**config.mk**
```make
export PLATFORM = sky130hd
export DESIGN_NAME = ex_stage
export DESIGN_NICKNAME = d
export VERILOG_FILES = /design/src/rtl/pipe_pkg.sv /design/src/rtl/ex_stage_imm_gen.sv /design/src/rtl/ex_stage.sv
export SDC_FILE = /design/constraint.sdc
export NUM_CORES = 1
export LEC_CHECK = 0
export ABC_CLOCK_PERIOD_IN_PS = 7500
export CORE_MARGIN = 1.5
export CORE_UTILIZATION = 25
export DETAILED_ROUTE_END_ITERATION = 10
export GPL_TIMING_DRIVEN = 0
export SLEW_MARGIN = 15
export SYNTH_ARGS = -nofsm -noshare
export SYNTH_HDL_FRONTEND = slang
export SYNTH_SLANG_ARGS = --single-unit
```
**constraint.sdc**
```tcl
create_clock -name clk_i -period 7.5 [get_ports clk_i]
set_input_delay 0.75 -clock clk_i [delete_from_list [all_inputs] [get_ports clk_i]]
set_output_delay 0.75 -clock clk_i [all_outputs]
set_load 0.01 [all_outputs]
```
**src/rtl/pipe_pkg.sv**
```systemverilog
// Shared types and constants for the RV32I pipeline stages.
package pipe_pkg;

    localparam int          XLEN      = 32;
    localparam logic [31:0] NOP_INSTR = 32'h0000_0013;

    localparam logic [1:0] WB_ALU = 2'd0;
    localparam logic [1:0] WB_MEM = 2'd1;
    localparam logic [1:0] WB_PC4 = 2'd2;

    localparam logic [6:0] OP_LOAD   = 7'b0000011;
    localparam logic [6:0] OP_IMM    = 7'b0010011;
    localparam logic [6:0] OP_AUIPC  = 7'b0010111;
    localparam logic [6:0] OP_STORE  = 7'b0100011;
    localparam logic [6:0] OP_REG    = 7'b0110011;
    localparam logic [6:0] OP_LUI    = 7'b0110111;
    localparam logic [6:0] OP_BRANCH = 7'b1100011;
    localparam logic [6:0] OP_JALR   = 7'b1100111;
    localparam logic [6:0] OP_JAL    = 7'b1101111;

    typedef enum logic [3:0] {
        ALU_ADD   = 4'd0,
        ALU_SUB   = 4'd1,
        ALU_SLL   = 4'd2,
        ALU_SLT   = 4'd3,
        ALU_SLTU  = 4'd4,
        ALU_XOR   = 4'd5,
        ALU_SRL   = 4'd6,
        ALU_SRA   = 4'd7,
        ALU_OR    = 4'd8,
        ALU_AND   = 4'd9,
        ALU_PASSB = 4'd10
    } alu_op_e;

    typedef struct packed {
        logic       is_rs2;
        logic       rd_wren;
        logic       is_load;
        logic       mem_wren;
        logic       op_sel_a;
        logic       op_sel_b;
        logic       br_unsigned;
        logic [1:0] wb_sel;
        logic [2:0] mem_op;
        alu_op_e    alu_op;
    } ex_ctrl_t;

    typedef struct packed {
        logic       rd_wren;
        logic       is_load;
        logic       mem_wren;
        logic [1:0] wb_sel;
        logic [2:0] mem_op;
    } mem_ctrl_t;

endpackage

```
**src/rtl/ex_stage_imm_gen.sv**
```systemverilog
// Sign-extended immediate decode for RV32I formats; unknown opcodes give 0.
module imm_gen
    import pipe_pkg::*;
(
    input  logic [31:0] instr,
    output logic [31:0] imm
);

    // Select the immediate format from the opcode.
    always_comb begin
        imm = '0;
        case (instr[6:0])
            OP_LOAD, OP_IMM, OP_JALR:
                imm = {{20{instr[31]}}, instr[31:20]};
            OP_STORE:
                imm = {{20{instr[31]}}, instr[31:25], instr[11:7]};
            OP_BRANCH:
                imm = {{19{instr[31]}}, instr[31], instr[7], instr[30:25], instr[11:8], 1'b0};
            OP_LUI, OP_AUIPC:
                imm = {instr[31:12], 12'b0};
            OP_JAL:
                imm = {{11{instr[31]}}, instr[31], instr[19:12], instr[20], instr[30:21], 1'b0};
            default:
                imm = '0;
        endcase
    end

endmodule

```
**src/rtl/ex_stage.sv**
```systemverilog
// Execute stage: operand forwarding, ALU, branch/jump resolution, load-use
// detection and the EX/MEM pipeline register.
module ex_stage
    import pipe_pkg::*;
#(
    parameter int              XLEN      = 32,
    parameter logic [XLEN-1:0] NOP_INSTR = pipe_pkg::NOP_INSTR
) (
    input  logic            clk_i,
    input  logic            rst_ni,
    input  logic            enable_i,
    input  ex_ctrl_t        ctrl_i,
    input  logic [XLEN-1:0] pc_i,
    input  logic [XLEN-1:0] instr_i,
    input  logic [XLEN-1:0] rs1_data_i,
    input  logic [XLEN-1:0] rs2_data_i,
    input  logic            wb_rd_wren_i,
    input  logic [4:0]      wb_rd_addr_i,
    input  logic [XLEN-1:0] wb_data_i,
    input  logic [XLEN-1:0] id_instr_i,
    output mem_ctrl_t       ctrl_o,
    output logic [XLEN-1:0] pc_o,
    output logic [XLEN-1:0] instr_o,
    output logic [XLEN-1:0] alu_data_o,
    output logic [XLEN-1:0] store_data_o,
    output logic            redirect_o,
    output logic [XLEN-1:0] redirect_pc_o,
    output logic            ld_use_stall_o
);

    logic [XLEN-1:0] imm;
    logic [4:0]      rs1_addr, rs2_addr, rd_addr, exm_rd;
    logic            exm_fwd_ok, wb_fwd_ok;
    logic [XLEN-1:0] fwd_rs1, fwd_rs2, op_a, op_b, alu_result;
    logic            br_taken, is_branch, is_jal, is_jalr;
    logic            unused_id_bits;

    imm_gen u_imm_gen (
        .instr (instr_i),
        .imm   (imm)
    );

    assign rs1_addr = instr_i[19:15];
    assign rs2_addr = instr_i[24:20];
    assign rd_addr  = instr_i[11:7];
    assign exm_rd   = instr_o[11:7];

    // Loads in EX/MEM have no data yet; those cases are covered by the stall.
    assign exm_fwd_ok = ctrl_o.rd_wren && !ctrl_o.is_load && (exm_rd != 5'd0);
    assign wb_fwd_ok  = wb_rd_wren_i && (wb_rd_addr_i != 5'd0);

    // Resolve source operands: EX/MEM first, then WB, then register file.
    always_comb begin
        fwd_rs1 = rs1_data_i;
        if (rs1_addr == 5'd0)
            fwd_rs1 = '0;
        else if (exm_fwd_ok && exm_rd == rs1_addr)
            fwd_rs1 = alu_data_o;
        else if (wb_fwd_ok && wb_rd_addr_i == rs1_addr)
            fwd_rs1 = wb_data_i;

        fwd_rs2 = rs2_data_i;
        if (rs2_addr == 5'd0)
            fwd_rs2 = '0;
        else if (ctrl_i.is_rs2 && exm_fwd_ok && exm_rd == rs2_addr)
            fwd_rs2 = alu_data_o;
        else if (ctrl_i.is_rs2 && wb_fwd_ok && wb_rd_addr_i == rs2_addr)
            fwd_rs2 = wb_data_i;
    end

    assign op_a = ctrl_i.op_sel_a ? pc_i : fwd_rs1;
    assign op_b = ctrl_i.op_sel_b ? imm  : fwd_rs2;

    // ALU operation select.
    always_comb begin
        alu_result = '0;
        case (ctrl_i.alu_op)
            ALU_ADD:   alu_result = op_a + op_b;
            ALU_SUB:   alu_result = op_a - op_b;
            ALU_SLL:   alu_result = op_a << op_b[4:0];
            ALU_SLT:   alu_result = {31'b0, $signed(op_a) < $signed(op_b)};
            ALU_SLTU:  alu_result = {31'b0, op_a < op_b};
            ALU_XOR:   alu_result = op_a ^ op_b;
            ALU_SRL:   alu_result = op_a >> op_b[4:0];
            ALU_SRA:   alu_result = $signed(op_a) >>> op_b[4:0];
            ALU_OR:    alu_result = op_a | op_b;
            ALU_AND:   alu_result = op_a & op_b;
            ALU_PASSB: alu_result = op_b;
            default:   alu_result = '0;
        endcase
    end

    assign is_branch = (instr_i[6:0] == OP_BRANCH);
    assign is_jal    = (instr_i[6:0] == OP_JAL);
    assign is_jalr   = (instr_i[6:0] == OP_JALR);

    // Branch condition on forwarded operands; funct3 bit 1 is ignored for LT/GE.
    always_comb begin
        br_taken = 1'b0;
        if (is_branch) begin
            case (instr_i[14:12])
                3'b000: br_taken = (fwd_rs1 == fwd_rs2);
                3'b001: br_taken = (fwd_rs1 != fwd_rs2);
                3'b100, 3'b110:
                    br_taken = ctrl_i.br_unsigned ? (fwd_rs1 < fwd_rs2)
                                                  : ($signed(fwd_rs1) < $signed(fwd_rs2));
                3'b101, 3'b111:
                    br_taken = ctrl_i.br_unsigned ? (fwd_rs1 >= fwd_rs2)
                                                  : ($signed(fwd_rs1) >= $signed(fwd_rs2));
                default: br_taken = 1'b0;
            endcase
        end
    end

    // Redirect request and target; held stage must not re-issue a redirect.
    always_comb begin
        redirect_pc_o = pc_i + 32'd4;
        if (is_jal)
            redirect_pc_o = pc_i + imm;
        else if (is_jalr)
            redirect_pc_o = (fwd_rs1 + imm) & ~32'd1;
        else if (br_taken)
            redirect_pc_o = pc_i + imm;
    end

    assign redirect_o = enable_i && (br_taken || is_jal || is_jalr);

    // Conservative: any rs1/rs2 field match counts, used or not.
    assign ld_use_stall_o = ctrl_i.is_load && ctrl_i.rd_wren && (rd_addr != 5'd0) &&
                            ((rd_addr == id_instr_i[19:15]) || (rd_addr == id_instr_i[24:20]));

    assign unused_id_bits = ^{id_instr_i[31:25], id_instr_i[14:0]};

    // EX/MEM pipeline register.
    always_ff @(posedge clk_i) begin
        if (!rst_ni) begin
            ctrl_o       <= '0;
            pc_o         <= '0;
            instr_o      <= NOP_INSTR;
            alu_data_o   <= '0;
            store_data_o <= '0;
        end else if (enable_i) begin
            ctrl_o.rd_wren  <= ctrl_i.rd_wren;
            ctrl_o.is_load  <= ctrl_i.is_load;
            ctrl_o.mem_wren <= ctrl_i.mem_wren;
            ctrl_o.wb_sel   <= ctrl_i.wb_sel;
            ctrl_o.mem_op   <= ctrl_i.mem_op;
            pc_o            <= pc_i;
            instr_o         <= instr_i;
            alu_data_o      <= (ctrl_i.wb_sel == WB_PC4) ? pc_i + 32'd4 : alu_result;
            store_data_o    <= fwd_rs2;
        end
    end

endmodule
```
Word-level counts from Yosys, hierarchy flattened

Cells that the tools add are included.

Flip-flop bits (word level): 136
Bits in latches: 0
RAM bits: 0
Bits in read-only memories: 0
Bits of input ports: 217
Output and inout bits: 170
Logic and storage cells: 104
Memories: 0

$add $sub $neg: 5
Multiply operators: 0
Divide/modulo/power cells: 0
$lt $le $gt $ge: 6
Eq/ne operators: 32
Shifts and indexed selects: 3
Multiplexer cells: 18
Bitwise operators: 3
Reductions and logical operators: 28

Operators with widths:

| cell                    | count |
|---|---|
| $mux W32                | 12 |
| $pmux W32 S11           | 1 |
| $pmux W32 S5            | 1 |
| $lt A32 B32 Y1          | 4 |
| $add A32 B32 Y32        | 3 |
| $ge A32 B32 Y1          | 2 |
| $add A32 B3 Y32 const B | 1 |
| $and A32 B32 Y32        | 1 |
| $eq A32 B32 Y1          | 1 |
| $ne A32 B32 Y1          | 1 |
| $or A32 B32 Y32         | 1 |
| $shl A32 B5 Y32         | 1 |
| $shr A32 B5 Y32         | 1 |
| $sshr A32 B5 Y32        | 1 |
| $sub A32 B32 Y32        | 1 |
| $xor A32 B32 Y32        | 1 |
| $eq A5 B5 Y1            | 6 |
| $eq A7 B7 Y1 const B    | 3 |
| $eq A4 B3 Y1 const B    | 4 |
| $reduce_bool A5 Y1      | 3 |
| $eq A7 B5 Y1 const B    | 2 |
| $eq A7 B6 Y1 const B    | 2 |
| $logic_and A1 B1 Y1     | 13 |
| $eq A3 B3 Y1 const B    | 4 |
| other kinds (15)        | 25 |

Logic depth before layout (Yosys ltp)

Depth after elaboration: 14
Mapped depth: 26
Mapped depth without buffers: 22

By module

From an unflattened synthesis, not the netlist that was laid out.

Cell total of the unflattened synthesis: 3266
Area total of the unflattened synthesis: 23302.3 µm²

Modules (own cells, without submodules):

| module   | instances | cells each | area each (µm²) | sequential area each (µm²) |
|---|---|---|---|---|
| ex_stage | 1         | 3187       | 22755.6         | 2722.6 |
| imm_gen  | 1         | 79         | 546.8           | 0.0 |

Worst setup path after synthesis

No wires, ideal clock.

Kind: input-to-reg
Start: input instr_i[23]
End: register alu_data_o[28]
Setup time: 0.140 ns
Arrival time: 6.185 ns
Data required time: 7.360 ns
Path slack: 1.175 ns
Stages on the path: 23
Path buffers: 3
Cells stage by stage: clkbuf_1 xor2_1 nor4_2 nand4b_2 or4b_1 o211ai_2 clkbuf_1 clkbuf_1 ha_1 inv_1 fa_1 or2_2 a221oi_1 a211oi_1 o41ai_2 a221o_1 a221oi_1 nand2b_1 o31a_1 mux2_2 o221ai_1 o31ai_1 a31oi_1

Cells in the longest elaborated chain, start to end: 9
Elaborated cells on any way between the ends: 20
Those cells by class: add/sub: 2; eq/ne: 2; shift: 3; mux: 7; bitwise: 3; reduce/logical: 3

Ends and longest elaborated chain:

| item                                     | line            | source |
|---|---|---|
| start, declared                          | ex_stage.sv:14  | `input logic [XLEN-1:0] instr_i,` |
| $eq A5 B5 Y1                             | ex_stage.sv:67  | `else if (ctrl_i.is_rs2 && wb_fwd_ok && wb_rd_addr_i == rs2_addr)` |
| $logic_and A1 B1 Y1                      | ex_stage.sv:67  |  |
| $mux W32                                 | ex_stage.sv:67  |  |
| $mux W32                                 | ex_stage.sv:65  | `else if (ctrl_i.is_rs2 && exm_fwd_ok && exm_rd == rs2_addr)` |
| $mux W32                                 | ex_stage.sv:63  | `if (rs2_addr == 5'd0)` |
| $mux W32 (*)                             | ex_stage.sv:72  | `assign op_b = ctrl_i.op_sel_b ? imm : fwd_rs2;` |
| $sub A32 B32 Y32 (tied with other cells) | ex_stage.sv:79  | `ALU_SUB: alu_result = op_a - op_b;` |
| $pmux W32 S11 (*)                        | ex_stage.sv:77  | `case (ctrl_i.alu_op)` |
| $mux W32 (*)                             | ex_stage.sv:150 | `alu_data_o <= (ctrl_i.wb_sel == WB_PC4) ? pc_i + 32'd4 : alu_result;` |
| end signal, assigned                     | ex_stage.sv:150 |  |
| end, declared                            | ex_stage.sv:24  | `output logic [XLEN-1:0] alu_data_o,` |

Every way passes the cells marked *; elsewhere a longest branch is shown, timed or not.
A chain may end at the register's enable or synchronous reset.

Worst setup path after layout

Start: input wb_rd_addr_i[3]
End: register alu_data_o[31]

Cells in the longest elaborated chain, start to end: 11
Elaborated cells on any way between the ends: 25
Those cells by class: add/sub: 2; eq/ne: 2; shift: 3; mux: 10; bitwise: 3; reduce/logical: 5

Ends and longest elaborated chain:

| item                                     | line            | source |
|---|---|---|
| start, declared                          | ex_stage.sv:18  | `input logic [4:0] wb_rd_addr_i,` |
| $reduce_bool A5 Y1                       | ex_stage.sv:50  | `assign wb_fwd_ok = wb_rd_wren_i && (wb_rd_addr_i != 5'd0);` |
| $logic_and A1 B1 Y1                      | ex_stage.sv:50  |  |
| $logic_and A1 B1 Y1 (2 in series)        | ex_stage.sv:67  |  |
| $mux W32                                 | ex_stage.sv:67  |  |
| $mux W32                                 | ex_stage.sv:65  |  |
| $mux W32                                 | ex_stage.sv:63  |  |
| $mux W32                                 | ex_stage.sv:72  |  |
| $sub A32 B32 Y32 (tied with other cells) | ex_stage.sv:79  |  |
| $pmux W32 S11 (*)                        | ex_stage.sv:77  |  |
| $mux W32 (*)                             | ex_stage.sv:150 |  |

Marked as above.

==> impl_summary.txt <==
----------------------------------------------------
[Power and ir drop]
  Post-layout total power ... 3.87 mW
  Total power per unit cell area ... around 130 nW/um^2
  Leakage power ... around 12 nW
  Maximum ir drop on the vdd rail ... around 0.19 mV

[Synth]
  Number of register bits inferred by synthesis ... about 140
  Number of enable-type register cells in the synthesized netlist ... 0
  Distinct cell type count of the synthesized netlist ... 96
  Register area share after synthesis ... around an eighth
  Netlist area before placement ... between 20000 and 25000 sq um
  Cell count after synthesis ... 3077
  Post-synth net total ... between 3000 and 4000
  Warning count from the yosys run ... 0
  Async S/R FF share, synth ... 0%
  Primary FF master, synth ... sky130_fd_sc_hd__dfxtp_1
  Syn avg cell area ... around 7.2 sq um

[Worst setup path]
  Crit path capture type ... register
  Element type at the critical path start ... primary input
  Arr. time, crit path ... a little under 8 ns
  Critical-path top delay cell ... sky130_fd_sc_hd__nor4_1
  Required time of the critical path ... slightly below 8 ns
  Biggest fanout along the worst timing path ... 12
  CP cell instances ... clkdlybuf4s50_1 -> or4_4 -> a21oi_4 -> nor4_4 -> buf_4 -> mux2_4 -> a211oi_4 -> buf_6 -> buf_4 -> buf_2 -> ha_1 -> nor2b_1 -> o2111ai_1 -> a21oi_1 -> o211ai_1 -> a21oi_1 -> a21oi_2 -> o21ai_0 -> a221o_1 -> nor2b_1 -> mux2i_1 -> nor4_1 -> nor2_1
  Worst Setup Path Type ... in -> reg
  Critical path's largest stage delay ... just over 0.6 ns

[Floorplan]
  Die H ... 301 um
  Floorplan die area ... 90600 sq um
  Die outline width ... 301 um
  Effective utilization at floorplan ... 25.2%
  Number of standard-cell rows in the floorplan ... approximately 110
  Ports placed on the boundary ... 387
  Core Footprint ... about 88000 sq um

[Timing]
  Setup repair after global routing missed its margin ... true
  Hold_ws ... ~0.47 ns
  FMAX ... 0.132 GHz
  Min setup slack post-route ... -0.0650 ns
  Number of setup violations in the final report ... 3
  Clock tree skew after final layout ... between 0.02 and 0.03 ns
  Min cycle time layout ... 7.57 ns
  Pin slew with the least headroom to its limit ... approximately 1.4 ns
  Part of the cycle the worst path needs ... 101%
  Hold Fails Final Rpt ... 0
  Max-Slew Margin vs Limit ... 5.36%
  Slew Limit Fails ... 0

[Clocking]
  Num CTS Buffers ... 17
  Clock tree buffer depth ... 2
  CTS clock-pin slew for the worst setup and hold paths ... 0.08 ns
  Insertion delay of the later-clocked pin in the worst-skew pair ... between 0.5 and 0.6 ns
  Clock Tree Root ... sky130_fd_sc_hd__clkbuf_16
  CTS H-tree depth ... 4
  CTS tree ... yes
  # clock sinks ... ~140

[Min path]
  Hold WC Path Type ... reg -> reg

[Detailed routing]
  Mean routed wirelength per cell ... around 33 um
  Final routed DRC violation total ... 0
  DRT iter0 DRCs ... about 4000
  Via count ... 28306
  Number of routed nets with antenna violations ... 0
  First-pass DRT Iterations ... 6
  Via/cell ratio ... 6.05
  Overall routed net length ... 154000 um

[Finish]
  Layout overhead on the synthesized area ... 30.3%
  Most frequent standard cell in the layout excluding fill and tap cells ... sky130_fd_sc_hd__clkdlybuf4s50_1
  Share of final-layout standard cells stronger than drive strength 1 ... slightly below 9%
  Fillers ... 9480
  Leading cell types in the layout, fill and taps excluded ... sky130_fd_sc_hd__clkdlybuf4s50_1 (317), sky130_fd_sc_hd__mux2i_1 (276), sky130_fd_sc_hd__nand2_1 (248)
  Final net count ... a little under 4000

[GRT]
  First-pass GRT wire length ... between 200000 and 250000 um
  Number of antenna violations at the first check in global routing ... 9
  Gr ovfl total ... 0
  Pin count of the biggest net entering global routing ... 20
  Vias in the first global route ... approximately 26000
  Total Routing Usage GR ... roughly 33%

[Run status]
  Status ... finished with violations
  Failing checks ... negative setup slack

[Job]
  Max-Cap Viols ... 0

[Placement]
  IO buf count ... 354
  Weighted congestion reported at the end of routability-driven placement ... between 1 and 1.5
  Placed wire-length estimate ... about 130000 um

----------------------------------------------------
## worst max-delay path, delay by kind of cell
kind	cells	cell delay, ns
AO/OA/AOI/OAI	9	2.75
buffers and inverters	5	1.90
AND/OR/NAND/NOR	6	1.80
multiplexers	2	0.48
adder cells (fa/ha/maj)	1	0.25
## final cells by class
class / count / area (sq um) / share of cell area, %
Antenna cell: 7 / 17.5 / 0.0606
Sequential cell: 136 / 2720 / 9.41
Inverter: 171 / 643 / 2.22
Clock buffer: 18 / 429 / 1.48
Multi-Input combinational cell: 2565 / 18500 / 63.9
Tap cell: 1165 / 1460 / 5.04
Buffer: 200 / 1030 / 3.56
Timing Repair Buffer: 402 / 3950 / 13.6
Clock inverter: 14 / 204 / 0.705
## stage by stage
step / util, % / setup TNS (ns) / worst slack, ns / cell area [sq um] / std cells
2_1_floorplan: - / 0 / 1.18 / 22200 / 3077
3_3_place_gp: 30.8 / -141.79 / -3.28 / 27200 / 4596
3_5_place_dp: 30.9 / -124.08 / -2.93 / 27300 / 4604
4_1_cts: 32.3 / 0 / 0.00314 / 28500 / 4658
5_1_grt: 32.8 / -0.212 / -0.0829 / 28900 / 4673
6_report: 32.8 / -0.116 / -0.0650 / 28900 / 4678
## where the power goes
group	leakage (nW)	total (mW)	internal, mW	switching, mW
registers	1.12	0.841	0.771	0.0698
logic	10.8	2.03	0.720	1.31
clock network	0.311	1.00	0.540	0.464
total	12.2	3.87	2.03	1.84
## timing repair
action                     in CTS  in global routing
pin swaps                      17                 15
setup endpoints to repair      60                 38
setup buffers                  26                 13
resized for setup             128                 92
hold buffers                    0                  0
## layer usage
metal	wire [um]	share of wire [%]	vias up	track usage (%)
met1	64500	42	13653	44.8
met2	61900	40	2085	46.8
met3	18600	12	381	8.30
met4	8830	5.7	4	16.8
li1	-	-	12183	-
met5	192	0.12	-	1.38
## flip-flops by register name, indices dropped and copies added, names as in the netlist
register and cells:
pc_o 32, instr_o 32, store_data_o 32, ctrl_o 8, alu_data_o 32
## Yosys cell counts, types with 26 or more instances
library cell               number  area [sq um]
sky130_fd_sc_hd__mux2i_1      277          2770
sky130_fd_sc_hd__nand2_1      251           942
sky130_fd_sc_hd__a21oi_1      244          1220
sky130_fd_sc_hd__nor2_1       209           785
sky130_fd_sc_hd__ha_1         191          2390
sky130_fd_sc_hd__o21ai_0      183           916
sky130_fd_sc_hd__inv_1        164           616
sky130_fd_sc_hd__clkbuf_1     139           522
sky130_fd_sc_hd__dfxtp_1      136          2720
sky130_fd_sc_hd__nor2b_1      101           632
sky130_fd_sc_hd__nand3_1       86           430
sky130_fd_sc_hd__nor3_1        78           390
sky130_fd_sc_hd__and2_1        76           475
sky130_fd_sc_hd__o211ai_1      64           480
sky130_fd_sc_hd__xnor2_1       60           526
sky130_fd_sc_hd__xor2_1        57           499
sky130_fd_sc_hd__a31oi_1       53           332
sky130_fd_sc_hd__a21o_1        51           383
sky130_fd_sc_hd__a211oi_1      47           353
sky130_fd_sc_hd__nand2b_1      41           257
sky130_fd_sc_hd__buf_2         34           170
sky130_fd_sc_hd__mux2_2        33           372
sky130_fd_sc_hd__o22ai_1       33           206
sky130_fd_sc_hd__a22oi_1       31           233
sky130_fd_sc_hd__o221ai_1      30           263
sky130_fd_sc_hd__a221oi_1      28           245
sky130_fd_sc_hd__o21bai_1      27           203
sky130_fd_sc_hd__nand4_1       26           163
## cell families (layout without fill, tap and decap cells)
logic type      Yosys count  after routing  share of synthesized area (%)
flops                   136            136                           12.3
simple gates            956            956                           21.2
compound gates          984            984                           29.5
xor+xnor                117            117                           4.62
buf+inv                 376            805                           6.85
other cells               0              7                              0
mux                     313            313                           14.4
fa+ha+maj               195            195                           11.1
## worst paths after layout
path,startpoint,to,slack (ns),cells after the start
setup / recovery,wb_rd_addr_i[3],alu_data_o[31]$_SDFFE_PN0P_,-0.07,23
hold / removal,instr_o[1]$_SDFFE_PN1P_,instr_o[1]$_SDFFE_PN1P_,0.47,2
setup reg to reg,instr_o[8]$_SDFFE_PN0P_,alu_data_o[0]$_SDFFE_PN0P_,0.12,21
hold reg to reg,instr_o[1]$_SDFFE_PN1P_,instr_o[1]$_SDFFE_PN1P_,0.47,2
(Power assumes the default switching activity.)
